$ cat src/rtl/bft_pkt_pkg.sv
// Shared framing constants and FSM encoding for the packet reader.
package bft_pkt_pkg;
  localparam int DSIZE_DEF = 32;
  localparam int LEN_W_DEF = 8;

  typedef enum logic {
    ST_HDR  = 1'b0,
    ST_BODY = 1'b1
  } state_t;
endpackage

$ cat src/rtl/skid_buf2.sv
// Two-entry output buffer: push/pop in the same cycle, oldest entry presented.
module skid_buf2 #(
  parameter int W = 33
) (
  input  logic         clk,
  input  logic         rst_n,
  input  logic         i_valid,
  input  logic [W-1:0] i_data,
  input  logic         i_ready,
  output logic         o_valid,
  output logic [W-1:0] o_data,
  output logic [1:0]   o_cnt
);
  logic [1:0][W-1:0] r_mem;
  logic              r_wr;
  logic              r_rd;
  logic [1:0]        r_cnt;
  logic              w_push;
  logic              w_pop;

  assign w_pop  = (r_cnt != 2'd0) && i_ready;
  assign w_push = i_valid && (r_cnt != 2'd2);

  always_ff @(posedge clk or negedge rst_n) begin
    if (!rst_n) begin
      r_mem <= '0;
      r_wr  <= 1'b0;
      r_rd  <= 1'b0;
      r_cnt <= 2'd0;
    end else begin
      if (w_push) begin
        r_mem[r_wr] <= i_data;
        r_wr        <= ~r_wr;
      end
      if (w_pop) r_rd <= ~r_rd;
      case ({w_push, w_pop})
        2'b10:   r_cnt <= r_cnt + 2'd1;
        2'b01:   r_cnt <= r_cnt - 2'd1;
        default: r_cnt <= r_cnt;
      endcase
    end
  end

  assign o_valid = (r_cnt != 2'd0);
  assign o_data  = r_mem[r_rd];
  assign o_cnt   = r_cnt;
endmodule

$ cat src/rtl/fifo_pkt_reader.sv
// Drains a show-ahead FIFO, frames header+L payload words, marks the last word.
module fifo_pkt_reader
  import bft_pkt_pkg::*;
#(
  parameter int DSIZE = DSIZE_DEF,
  parameter int LEN_W = LEN_W_DEF
) (
  input  logic             clk,
  input  logic             rst_n,
  input  logic [DSIZE-1:0] rdata,
  input  logic             rempty,
  output logic             rinc,
  output logic [DSIZE-1:0] out_data,
  output logic             out_valid,
  input  logic             out_ready,
  output logic             out_last,
  output logic             pkt_done,
  output logic             busy
);
  state_t           r_state;
  logic [LEN_W-1:0] r_rem;
  logic [LEN_W-1:0] w_len;
  logic [1:0]       w_cnt;
  logic             w_pop;
  logic             w_last;
  logic [DSIZE:0]   w_bdata;

  assign w_len = rdata[LEN_W-1:0];
  // Occupancy is sampled before this cycle's drain, so a full buffer resumes next cycle.
  assign w_pop = rst_n && !rempty && (w_cnt < 2'd2);
  assign rinc  = w_pop;

  always_comb begin
    w_last = 1'b0;
    if (r_state == ST_HDR) w_last = (w_len == '0);
    else                   w_last = (r_rem == LEN_W'(1));
  end

  always_ff @(posedge clk or negedge rst_n) begin
    if (!rst_n) begin
      r_state <= ST_HDR;
      r_rem   <= '0;
    end else if (w_pop) begin
      case (r_state)
        ST_HDR: begin
          r_rem   <= w_len;
          r_state <= (w_len == '0) ? ST_HDR : ST_BODY;
        end
        ST_BODY: begin
          r_rem <= r_rem - LEN_W'(1);
          if (r_rem == LEN_W'(1)) r_state <= ST_HDR;
        end
        default: r_state <= ST_HDR;
      endcase
    end
  end

  skid_buf2 #(.W(DSIZE + 1)) u_buf (
    .clk     (clk),
    .rst_n   (rst_n),
    .i_valid (w_pop),
    .i_data  ({w_last, rdata}),
    .i_ready (out_ready),
    .o_valid (out_valid),
    .o_data  (w_bdata),
    .o_cnt   (w_cnt)
  );

  assign out_data = w_bdata[DSIZE-1:0];
  assign out_last = w_bdata[DSIZE];
  assign pkt_done = out_valid && out_ready && out_last;
  assign busy     = (r_state == ST_BODY) || (w_cnt != 2'd0);
endmodule

$ cat config.mk
export PLATFORM = sky130hd
export DESIGN_NAME = fifo_pkt_reader
export DESIGN_NICKNAME = d
export VERILOG_FILES = /design/src/rtl/bft_pkt_pkg.sv /design/src/rtl/skid_buf2.sv /design/src/rtl/fifo_pkt_reader.sv
export SDC_FILE = /design/constraint.sdc
export NUM_CORES = 1
export LEC_CHECK = 0
export ABC_AREA = 1
export CAP_MARGIN = 20
export CORE_UTILIZATION = 30
export CTS_BUF_LIST = sky130_fd_sc_hd__clkbuf_8
export DETAILED_ROUTE_END_ITERATION = 16
export HOLD_SLACK_MARGIN = 0.1
export MAX_ROUTING_LAYER = met4
export SKIP_CTS_REPAIR_TIMING = 1
export SYNTH_ARGS = -nofsm -noshare
export SYNTH_HDL_FRONTEND = slang
export SYNTH_HIERARCHICAL = 1
export SYNTH_SLANG_ARGS = --single-unit
$ cat constraint.sdc
create_clock -name clk -period 4.35 [get_ports clk]
set_clock_uncertainty 0.2 [all_clocks]
set_input_delay 0.87 -clock clk [delete_from_list [all_inputs] [get_ports clk]]
set_output_delay 0.87 -clock clk [all_outputs]
set_load 0.05 [all_outputs]
==> qor.yml <==
ys_ff_latch: 79
r2r-end: "u_buf/r_mem[19]"
fp.dieH_um: 118.1
cts_buffers: 9
dpl-instance-area_um2: 4733
powerDensity_nw_per_um2: 841.4
crit_path_start_kind: "input port"
vias_per_cell: 4.880
drt-pass1-iter-count: 4
drt-total-wl_mm: 11.00
critPathCapture: "rinc"
pin_count: 73
worst_slew_pin_slew_ps: 745.3
status: "finished, final reports clean"
netlist-cell-type-count: 30
critPathRequiredTime_ps: 3280
initial_core_util_pct: 30.68
r2r_slack_ps: 2120
finalSetupTns_ps: 0
post-route-min-period_ps: 3168
syn_inst: 525
p_leak_nw: 2.606
mappedNetlistNets: 564
n_antenna_cell: 0
arrival_ps: 2100
rsz0062_at_grt: "false"
grtUsageTotal_pct: 16.94
htree_levels: 3
drc_errors: 0
clk_latency_ps: 360
seq_area_um2: 1977
grt_pass1_vias: 3569
avgSynthCellArea_um2: 7.707
fillers: 1370
cts.sinks: 79
multi_input_area_um2: 1768
stdcell_area_um2: 4925
path_clk_slew_ps: 70
chipWidth_um: 118.1
vdd_ir_drop_max_v: 0.0003355
root_buffer: "clkbuf_8"
dieArea_um2: 13960
final_nets: 617
reg2reg_depth: 5
coreArea_um2: 13190
antenna_found_initial: 0
finalSetupViolations: 0
layout.cells.non_filler: 759
whs_path_depth: 2
fmax_mhz: 315.7
synth_seq_area_share_pct: 48.86
hp-class: "register to register"
r2r-start: "u_buf/o_cnt[0]"
dpl.cell_count: 743
ys_warn_count: 6
wl_per_cell_um: 14.50
area_delta_synth_final_pct: 21.71
hpwl_mm: 6.752
finalPower_mw: 4.144
grt_max_degree: 70
slew_viol_final: 0
routabilityCongestion: 0.8835
worst-path-max-fanout: 45
startpoint: "rempty"
post-route-period-util_pct: 72.82
ant_nets: 0
drtIter0Drc: 271
placementRows: 42
holdWs_ps: 272.3
crit_type: "input port to output port"
layout-drive-gt1-share_pct: 11.32
clock_path_buffers: 2
grt_overflow: 0
layout_commonest_cell: "nand2_1"
cts_tree: "yes"
worstSetupEndpointType: "output port"
grt_pass1_wl_mm: 18.06
portBuffers: 72
final-hold-violation-count: 0
syn-cell-area_um2: 4046
final_cell_mix: "270 x nand2_1, 79 x dfrtp_1, 69 x nand4_1, 41 x buf_4, 36 x clkdlybuf4s50_1"
drv_cap: 0
vias: 3704
slew_headroom_pct: 50.27
## final cells by class
class / instances / area share [%]
clock buffer: 10 / 2.795
tap: 176 / 4.472
timing repair buffer: 78 / 13.97
clock inverter: 6 / 1.092
multi-input combinational: 390 / 35.90
inverter: 20 / 1.626
sequential: 79 / 40.14
## worst min path at each step
| stage | from | to | slack [ps] |
|---|---|---|---|
| global placement | u_buf/r_mem[12] | u_buf/r_mem[12] | 250 |
| global route | u_buf/r_mem[59] | u_buf/r_mem[59] | 290 |
| floorplan | u_buf/r_mem[33] | u_buf/r_mem[33] | 240 |
| finish | u_buf/r_mem[8] | u_buf/r_mem[8] | 270 |
| CTS | u_buf/r_mem[5] | u_buf/r_mem[5] | 280 |
| detailed placement | u_buf/r_mem[27] | u_buf/r_mem[27] | 260 |
## critical path, cell delays in order
cell and delay [ps]:
clkdlybuf4s50_1 470, nor2_2 50, nand2_4 120, clkinv_4 300, buf_12 270
## through the flow
step / util (%) / worst slack (ps)
2_1_floorplan: - / 1580
3_3_place_gp: 35.89 / 1205
3_5_place_dp: 35.89 / 1184
4_1_cts: 37.34 / 1185
5_1_grt: 37.34 / 1100
6_report: 37.34 / 1182
## logic make-up (layout without fill, tap and decap cells)
logic type,Yosys count,count (layout),share of synthesized area (%)
compound gates,12,12,1.732
xor+xnor,2,2,0.4330
fa+ha+maj,3,3,0.9277
buf+inv,56,114,7.452
flops,79,79,48.86
simple gates,373,373,40.60
## power breakdown
part / switching, mW / leakage [nW] / internal, mW
clock network: 0.263 / 0.106 / 0.274
registers: 0.209 / 0.988 / 1.07
logic: 1.69 / 1.51 / 0.646
## sequential cells by signal (all words and copies together), names as in the netlist
signal,count
u_buf/r_mem,66
r_rem,8
u_buf/o_cnt,2
r_state,1
u_buf/r_rd,1
u_buf/r_wr,1
## synth_stat cells (all sizes together)
master  count  area share [%]
and3        1            0.15
nor2       17             1.8
nor3        2            0.25
a21oi       1            0.12
o211ai      1            0.19
nand4      69              11
inv        18             1.7
o21ai       8             1.1
dfrtp      79              49
xnor2       1            0.22
xor2        1            0.22
o21bai      1            0.19
buf        31             5.0
ha          3            0.93
o22ai       1            0.15
nand2     272              26
clkbuf      5            0.46
nand3      12             2.1
clkinv      2            0.31
## metal layers
metal  global-route usage (%)  up-vias  part of all wire (%)
li1                         -     1814                     -
met1                    20.56     1778                    44
met2                    28.46      102                    49
met3                    3.234       10                   5.4
met4                    5.208        0                   1.5
met5                        -        -                     0
(Power assumes the default switching activity.)
